===== src/rtl/gate_tst_pkg.sv =====
// Shared state encoding and reference truth tables
// for the gate truth sequencer.
package gate_tst_pkg;

  typedef enum logic [2:0] {
    ST_IDLE,
    ST_DRIVE,
    ST_SETTLE,
    ST_CHECK,
    ST_DONE
  } state_t;

  localparam logic [3:0] TT_AND2  = 4'b1000;
  localparam logic [3:0] TT_OR2   = 4'b1110;
  localparam logic [3:0] TT_XOR2  = 4'b0110;
  localparam logic [3:0] TT_NAND2 = 4'b0111;

endpackage


===== src/rtl/settle_timer.sv =====
// Loadable down-counter that holds at zero and
// flags when the settle window has elapsed.
module settle_timer #(
  parameter int W = 2
) (
  input  logic         clk,
  input  logic         rst,
  input  logic         load,
  input  logic         dec,
  input  logic [W-1:0] load_val,
  output logic         zero
);

  logic [W-1:0] cnt;

  always_ff @(posedge clk) begin
    if (rst)
      cnt <= '0;
    else if (load)
      cnt <= load_val;
    else if (dec && cnt != '0)
      cnt <= cnt - W'(1);
  end

  assign zero = (cnt == '0);

endmodule


===== src/rtl/gate_truth_sequencer.sv =====
// Sweeps every input vector into a gate, samples its
// output after a settle window and scores it against EXP_TT.
module gate_truth_sequencer
  import gate_tst_pkg::*;
#(
  parameter int                   N_IN   = 2,
  parameter int                   SETTLE = 2,
  parameter logic [(1<<N_IN)-1:0] EXP_TT = TT_AND2
) (
  input  logic            clk,
  input  logic            rst,
  input  logic            start,
  output logic [N_IN-1:0] dut_in,
  input  logic            dut_out,
  output logic            busy,
  output logic            done,
  output logic            pass,
  output logic [N_IN:0]   err_count,
  output logic [N_IN-1:0] fail_vec,
  output logic [N_IN-1:0] vec_idx
);

  localparam int TW = $clog2(SETTLE) + 1;
  localparam logic [N_IN-1:0] LAST = '1;

  state_t state, state_nx;

  logic tmr_zero;
  logic accept;
  logic clr, drv, ld, dec, chk, fin;
  logic mis;

  // done is high in the IDLE cycle after a run; a start
  // seen then belongs to the finished run and is dropped
  assign accept = start & ~done;
  assign mis    = dut_out ^ EXP_TT[vec_idx];

  settle_timer #(
    .W(TW)
  ) u_timer (
    .clk     (clk),
    .rst     (rst),
    .load    (ld),
    .dec     (dec),
    .load_val(TW'(SETTLE - 1)),
    .zero    (tmr_zero)
  );

  always_ff @(posedge clk) begin
    if (rst)
      state <= ST_IDLE;
    else
      state <= state_nx;
  end

  always_comb begin
    state_nx = state;
    unique case (state)
      ST_IDLE:   if (accept) state_nx = ST_DRIVE;
      ST_DRIVE:  state_nx = ST_SETTLE;
      ST_SETTLE: if (tmr_zero) state_nx = ST_CHECK;
      ST_CHECK:  state_nx = (vec_idx == LAST) ? ST_DONE
                                              : ST_DRIVE;
      ST_DONE:   state_nx = ST_IDLE;
      default:   state_nx = ST_IDLE;
    endcase
  end

  always_comb begin
    clr = 1'b0;
    drv = 1'b0;
    ld  = 1'b0;
    dec = 1'b0;
    chk = 1'b0;
    fin = 1'b0;
    unique case (1'b1)
      state == ST_IDLE:   clr = accept;
      state == ST_DRIVE:  begin drv = 1'b1; ld = 1'b1; end
      state == ST_SETTLE: dec = 1'b1;
      state == ST_CHECK:  chk = 1'b1;
      state == ST_DONE:   fin = 1'b1;
      default: ;
    endcase
  end

  always_ff @(posedge clk) begin
    if (rst) begin
      dut_in    <= '0;
      busy      <= 1'b0;
      done      <= 1'b0;
      pass      <= 1'b0;
      err_count <= '0;
      fail_vec  <= '0;
      vec_idx   <= '0;
    end else begin
      done <= fin;
      if (clr) begin
        busy      <= 1'b1;
        err_count <= '0;
        fail_vec  <= '0;
        pass      <= 1'b0;
        vec_idx   <= '0;
      end
      if (drv)
        dut_in <= vec_idx;
      if (chk) begin
        if (mis) begin
          err_count <= err_count + (N_IN+1)'(1);
          if (err_count == '0)
            fail_vec <= vec_idx;
        end
        if (vec_idx != LAST)
          vec_idx <= vec_idx + N_IN'(1);
      end
      if (fin) begin
        busy   <= 1'b0;
        pass   <= (err_count == '0);
        dut_in <= '0;
      end
    end
  end

endmodule


===== config.mk =====
export PLATFORM = sky130hd
export DESIGN_NAME = gate_truth_sequencer
export DESIGN_NICKNAME = d
export VERILOG_FILES = /design/src/rtl/gate_tst_pkg.sv /design/src/rtl/settle_timer.sv /design/src/rtl/gate_truth_sequencer.sv
export SDC_FILE = /design/constraint.sdc
export NUM_CORES = 1
export LEC_CHECK = 0
export CORE_ASPECT_RATIO = 1.4
export CORE_UTILIZATION = 45
export DETAILED_ROUTE_END_ITERATION = 10
export GPL_TIMING_DRIVEN = 0
export PLACE_DENSITY = 0.83
export SLEW_MARGIN = 20
export SYNTH_ARGS = -nofsm -noshare
export SYNTH_HDL_FRONTEND = slang
export SYNTH_SLANG_ARGS = --single-unit

===== constraint.sdc =====
create_clock -name clk -period 1.3 [get_ports clk]
set_input_delay 0.39 -clock clk [delete_from_list [all_inputs] [get_ports clk]]
set_output_delay 0.39 -clock clk [all_outputs]
set_load 0.01 [all_outputs]

# ---- After elaboration in Yosys (flattened, before gate mapping)
# Cells that the tools add are included.
dict set report totals {
  register_bits 17
  in_bits 4
  elab_cells 60
}
dict set report op_classes {
  addsub 3
  n_mux 25
  n_reduce_logical 10
  bitwise 3
  n_lt_le_gt_ge 1
  eq_ne 8
}
# op count
set op_table {}
lappend op_table {{$mux 3} 6}
lappend op_table {{$mux 2} 7}
lappend op_table {{$pmux 3 s4} 1}
lappend op_table {{$mux 1} 10}
lappend op_table {{$eq 3x2->1 const B} 2}
lappend op_table {{$logic_not 3->1} 2}
lappend op_table {{$ne 2x2->1 const B} 3}
lappend op_table {{$reduce_bool 2->1} 3}
lappend op_table {{$reduce_or 2->1} 2}
lappend op_table {{$add 3x1->3 const B} 1}
lappend op_table {{$eq 3x1->1 const B} 1}
lappend op_table {{$eq 3x3->1 const B} 1}
lappend op_table {{$lt 2x3->1 const B} 1}
lappend op_table {{$add 2x1->2 const B} 1}
lappend op_table {{$bmux 1 s2} 1}
lappend op_table {{$eq 2x2->1 const B} 1}
lappend op_table {{$logic_not 2->1} 1}
lappend op_table {{$reduce_and 2->1} 1}
lappend op_table {{$sub 2x1->2 const B} 1}
lappend op_table {{$and 1x1->1} 1}
lappend op_table {{$logic_and 1x1->1} 1}
lappend op_table {{$not 1->1} 1}
lappend op_table {{$xor 1x1->1} 1}

# ---- Logic depth before layout (Yosys ltp)
dict set report depth {
  ltp_word 7
  mapped_depth 5
}

# ---- By module
# From an unflattened synthesis, not the netlist that was laid out.
dict set report unflattened {
  cells_unflattened 93
  hier_area_um2 884.6
}
# mod seq_area_each_um2 area_each_um2 cells_each instances
set by_module_without_submodules {}
lappend by_module_without_submodules {gate_truth_sequencer 300.3 758.2 79 1}
lappend by_module_without_submodules {settle_timer 40.0 126.4 14 1}

# ---- Worst setup path after synthesis
# No wires, ideal clock.
dict set report synth_path {
  path_type {reg2reg}
  from {register vec_idx[0]}
  to {register fail_vec[0]}
  arrival_time_ns 1.294
  path_buffers 0
  required_time_ns 1.228
  stages_incl_launch_ff 5
  slack_ns -0.066
  synth_period_minus_slack_ns 1.366
  path_cell_list {dfxtp_1 ha_1 xnor2_1 nor4b_2 mux2i_1}
}
dict set report synth_between {
  elab_chain_cells 5
}
# element line
set synth_lines {}
lappend synth_lines {{start, declared} gate_truth_sequencer.sv:20} ;# output logic [N_IN-1:0] vec_idx
lappend synth_lines {{start signal, assigned} gate_truth_sequencer.sv:113} ;# vec_idx <= vec_idx + N_IN'(1);
lappend synth_lines {{$bmux 1 s2} gate_truth_sequencer.sv:36} ;# assign mis = dut_out ^ EXP_TT[vec_idx];
lappend synth_lines {{$mux 1 (not written as such)} gate_truth_sequencer.sv:36}
lappend synth_lines {{$xor 1x1->1} gate_truth_sequencer.sv:36}
lappend synth_lines {{$mux 2 (*)} gate_truth_sequencer.sv:107} ;# if (mis) begin
lappend synth_lines {{$mux 2 (*)} gate_truth_sequencer.sv:106} ;# if (chk) begin
lappend synth_lines {{end signal, assigned} gate_truth_sequencer.sv:110} ;# fail_vec <= vec_idx;
lappend synth_lines {{end, declared} gate_truth_sequencer.sv:19} ;# output logic [N_IN-1:0] fail_vec,
# Every way passes the cells marked *; elsewhere a longest branch is shown, timed or not. The select of a mux whose other input is x is not followed.
# A chain may end at the register's enable or synchronous reset.

# ---- Final worst setup path
dict set report layout_path {
  from {register vec_idx[1]}
  to {register fail_vec[1]}
}
# Same word-level chain as after synthesis.

==> metrics.txt <==
# TYPE chip_impl_metric gauge
chip_impl_metric{name="synth.cell_area",unit="sq um"} 900
chip_impl_info{name="rsz0062_at_grt",value="true"} 1
chip_impl_metric{name="globalplace.congestion",unit=""} 0.799
chip_impl_metric{name="finalInstanceArea",unit="sq um"} 1220
chip_impl_metric{name="number_of_pins_exceeding_their_max_slew_limit_in_the_final_report",unit=""} 0
chip_impl_metric{name="synth-edff-count",unit=""} 0
chip_impl_info{name="violations",value="negative setup slack"} 1
chip_impl_info{name="run_status",value="finished with violations"} 1
chip_impl_metric{name="dpl-instance-area",unit="sq um"} 1090
chip_impl_metric{name="clockBufferDepth",unit=""} 2
chip_impl_metric{name="detail_route.drc_violations",unit=""} 0
chip_impl_metric{name="fill_cells",unit=""} 153
chip_impl_info{name="startpoint_of_the_most_critical_register_to_register_path",value="vec_idx[1]"} 1
chip_impl_info{name="commonest_non_fill_non_tap_cell_in_the_layout",value="sky130_fd_sc_hd__dfxtp_1"} 1
chip_impl_metric{name="num_io_pins",unit=""} 16
chip_impl_metric{name="worst_slew_margin_rel",unit=""} 0.669
chip_impl_metric{name="die_width",unit="um"} 39.8
chip_impl_metric{name="arrival",unit="ns"} 1.56
chip_impl_metric{name="timing.final.ws_setup",unit="ns"} -0.0466
chip_impl_info{name="holdCritStartpoint",value="pass"} 1
chip_impl_metric{name="nNetsFinal",unit=""} 132
chip_impl_metric{name="flow.area_growth_from_synthesis",unit="%"} 35.7
chip_impl_metric{name="pre_cts_slack",unit="ns"} -0.539
chip_impl_metric{name="port-buffer-count",unit=""} 14
chip_impl_metric{name="ys_types",unit=""} 38
chip_impl_metric{name="cts.clk_slew.worst_paths",unit="ns"} 0.10
chip_impl_metric{name="tritoncts_num_sinks",unit=""} 17
chip_impl_info{name="yosys-top-cells-area",value="sky130_fd_sc_hd__dfxtp_1, sky130_fd_sc_hd__ha_1, sky130_fd_sc_hd__o21ai_0"} 1
chip_impl_metric{name="ys_seq_area_frac",unit=""} 0.378
chip_impl_info{name="whs_endpoint",value="pass"} 1
chip_impl_metric{name="final_critical_delay_including_setup_and_external_delays",unit="ns"} 1.35
chip_impl_info{name="crit_path_start_kind",value="register"} 1
chip_impl_metric{name="routed_wirelength",unit="um"} 2230
chip_impl_metric{name="vias_after_detailed_routing",unit=""} 807
chip_impl_metric{name="timing.final.hold_violations",unit=""} 0
chip_impl_metric{name="yosysWarnings",unit=""} 0
chip_impl_metric{name="clock_latency",unit="ns"} 0.28
chip_impl_metric{name="std_cell_rows",unit=""} 18
chip_impl_metric{name="final_cell_count_no_fill",unit=""} 143
chip_impl_metric{name="grt_max_degree",unit=""} 11
chip_impl_metric{name="synth_seq_cells",unit=""} 17
chip_impl_metric{name="detail_route.first_pass.iterations",unit=""} 4
chip_impl_metric{name="drive_above_1_share",unit=""} 0.390
chip_impl_info{name="yosys_most_used_dff",value="sky130_fd_sc_hd__dfxtp_1"} 1
chip_impl_metric{name="critPathRequiredTime",unit="ns"} 1.51
chip_impl_metric{name="numCtsBuffers",unit=""} 3
chip_impl_metric{name="final_skew",unit="ns"} 0.00810
chip_impl_info{name="crit_path_end_kind",value="register"} 1
chip_impl_info{name="tritoncts",value="done"} 1
chip_impl_metric{name="synthesized_instance_count",unit=""} 99
chip_impl_metric{name="max_slew.worst_pin.slew",unit="ns"} 0.497
chip_impl_metric{name="postRouteAntennaNets",unit=""} 0
chip_impl_metric{name="layout_utilization",unit=""} 0.669
chip_impl_metric{name="track_usage",unit=""} 0.220
chip_impl_metric{name="detail_route.wl_per_cell",unit="um"} 15.6
chip_impl_info{name="netlist.top_cell.by_area",value="sky130_fd_sc_hd__dfxtp_1"} 1
chip_impl_info{name="layout.cells.most_common_list",value="sky130_fd_sc_hd__dfxtp_1, sky130_fd_sc_hd__o21ai_0, sky130_fd_sc_hd__clkbuf_2"} 1
chip_impl_metric{name="static-leakage-power",unit="nW"} 0.452
chip_impl_metric{name="syn_nets",unit=""} 107
chip_impl_metric{name="initial_utilization",unit=""} 0.493
chip_impl_metric{name="async_flop_share",unit=""} 0
chip_impl_metric{name="timing.hold.worst_path_depth",unit=""} 2
chip_impl_metric{name="detailed_placer_s_ending_hpwl",unit="um"} 1390
chip_impl_metric{name="clock_tree.htree_level_count",unit=""} 1
chip_impl_metric{name="rrSetupSlack",unit="ns"} -0.05
chip_impl_metric{name="avgSynthCellArea",unit="sq um"} 9.09
chip_impl_metric{name="cell_count_after_placement",unit=""} 133
chip_impl_metric{name="dr.first_iter.drc_count",unit=""} 10
chip_impl_metric{name="number_of_antenna_repair_diodes",unit=""} 0
chip_impl_metric{name="timing.hold.ws",unit="ns"} 0.490
chip_impl_metric{name="post-synth-top-area-fraction",unit=""} 0.378
chip_impl_metric{name="critPathMaxFanout",unit=""} 4
chip_impl_metric{name="chipHeight",unit="um"} 54.9
chip_impl_metric{name="avgViaCountPerCell",unit=""} 5.64
chip_impl_metric{name="grt_overflow",unit=""} 0
chip_impl_metric{name="number_of_global_route_vias_before_repair",unit=""} 770
chip_impl_metric{name="initial_antenna_violation_count",unit=""} 0
chip_impl_metric{name="fmax",unit="GHz"} 0.743
chip_impl_metric{name="placeableCoreArea",unit="sq um"} 1820
chip_impl_metric{name="finalSetupViolCount",unit=""} 3
chip_impl_info{name="min_path_type",value="reg -> reg"} 1
chip_impl_metric{name="fp.dieArea",unit="sq um"} 2180
chip_impl_metric{name="drv_cap",unit=""} 0
chip_impl_info{name="clock-root-buffer",value="sky130_fd_sc_hd__clkbuf_4"} 1
chip_impl_metric{name="power_per_cell_area",unit="nW/um^2"} 967
chip_impl_metric{name="grt_pass1_wl",unit="um"} 3330
chip_impl_metric{name="timing.reg2reg.worst_path_depth",unit=""} 4
chip_impl_metric{name="fin_crit_sh",unit=""} 1.04
chip_impl_info{name="worstSetupPathType",value="reg -> reg"} 1
chip_impl_metric{name="power.ir.vdd_worst",unit="mV"} 0.651
chip_impl_info{name="reg2reg_to",value="fail_vec[1]"} 1
state kept, by name, summed over array words and instances (netlist names):
signal       cells
dut_in           2
pass             1
state            3
busy             1
u_timer.cnt      2
err_count        3
done             1
fail_vec         2
vec_idx          2
layer usage:
| metal | GRT usage | share of wire | wire [um] |
|---|---|---|---|
| met1 | 0.258 | 0.44 | 978 |
| met2 | 0.385 | 0.53 | 1180 |
| met3 | 0.0360 | 0.021 | 47 |
| met4 | 0.0920 | 0.011 | 24 |
| met5 | 0 | 0 | 0 |
where the power goes:
part           internal, W  leakage, nW  total (W)  switching [W]
Combinational     0.000154        0.294   0.000330       0.000177
Sequential        0.000547        0.143   0.000573      0.0000269
Clock             0.000119       0.0150   0.000277       0.000158
Total             0.000819        0.452    0.00118       0.000362
how the worst max path moves through the flow:
stage	from	to	slack (ns)	cells past startpoint
after global placement	start	vec_idx[1]	-0.50	5
after floorplan	vec_idx[0]	fail_vec[0]	0.01	4
after CTS	vec_idx[1]	fail_vec[1]	-0.05	4
after global routing	vec_idx[1]	fail_vec[1]	-0.09	4
after detailed placement	start	vec_idx[1]	-0.54	5
final	vec_idx[1]	fail_vec[1]	-0.05	4
synth_stat cells, types with 2 or more instances:
master,count
sky130_fd_sc_hd__inv_1,5
sky130_fd_sc_hd__nand3b_1,2
sky130_fd_sc_hd__a221oi_1,2
sky130_fd_sc_hd__buf_2,5
sky130_fd_sc_hd__a21oi_1,5
sky130_fd_sc_hd__mux2i_1,2
sky130_fd_sc_hd__nor2b_1,3
sky130_fd_sc_hd__ha_1,4
sky130_fd_sc_hd__dfxtp_1,17
sky130_fd_sc_hd__and2_0,2
sky130_fd_sc_hd__o21ai_0,9
sky130_fd_sc_hd__nand3_1,2
sky130_fd_sc_hd__nand2b_1,3
sky130_fd_sc_hd__o21bai_1,2
sky130_fd_sc_hd__nand4b_1,2
sky130_fd_sc_hd__nor2_1,4
sky130_fd_sc_hd__nor3b_1,5
sky130_fd_sc_hd__xnor2_1,2
sky130_fd_sc_hd__clkbuf_1,2
sky130_fd_sc_hd__o221ai_1,3
worst max-delay path, cell delays in order (launching register included):
cell                      delay [ns]
sky130_fd_sc_hd__dfxtp_4        0.37
sky130_fd_sc_hd__ha_4           0.19
sky130_fd_sc_hd__xnor2_4        0.14
sky130_fd_sc_hd__nor4b_4        0.35
sky130_fd_sc_hd__mux2i_1        0.22
layout make-up:
cell class | instances | area (sq um) | area share
well taps | 20 | 25.0 | 0.0205
clock buffers | 4 | 26.3 | 0.0215
flip-flops and latches | 17 | 362 | 0.296
plain buffers | 6 | 36.3 | 0.0297
multi-input cells | 70 | 609 | 0.499
inverters | 5 | 18.8 | 0.0154
repair buffers | 21 | 144 | 0.118
what timing repair did:
item / 4_1_cts / 5_1_grt
buffers inserted: 2 / 4
resized for setup: 41 / 29
hold buffers: 0 / 0
pin swaps: 7 / 7
endpoints found under the setup margin: 23 / 22
cloned: 1 / 0
cells by family (layout without fill, tap and decap cells):
family | count (synthesis) | count (layout) | synth area share
xor+xnor | 3 | 3 | 0.0292
fa+ha+maj | 4 | 4 | 0.0556
simple gates | 33 | 33 | 0.250
buf+inv | 12 | 36 | 0.0570
compound gates | 28 | 28 | 0.207
flops | 17 | 17 | 0.378
mux | 2 | 2 | 0.0223
through the flow:
stage | power [W] | setup TNS, ns
2_1_floorplan | 0.000763 | 0
3_3_place_gp | 0.000824 | -4.67
5_1_grt | 0.00125 | -0.400
6_report | 0.00118 | -0.0916
3_5_place_dp | 0.000831 | -4.98
4_1_cts | 0.00114 | -0.183
(Power assumes the default switching activity.)
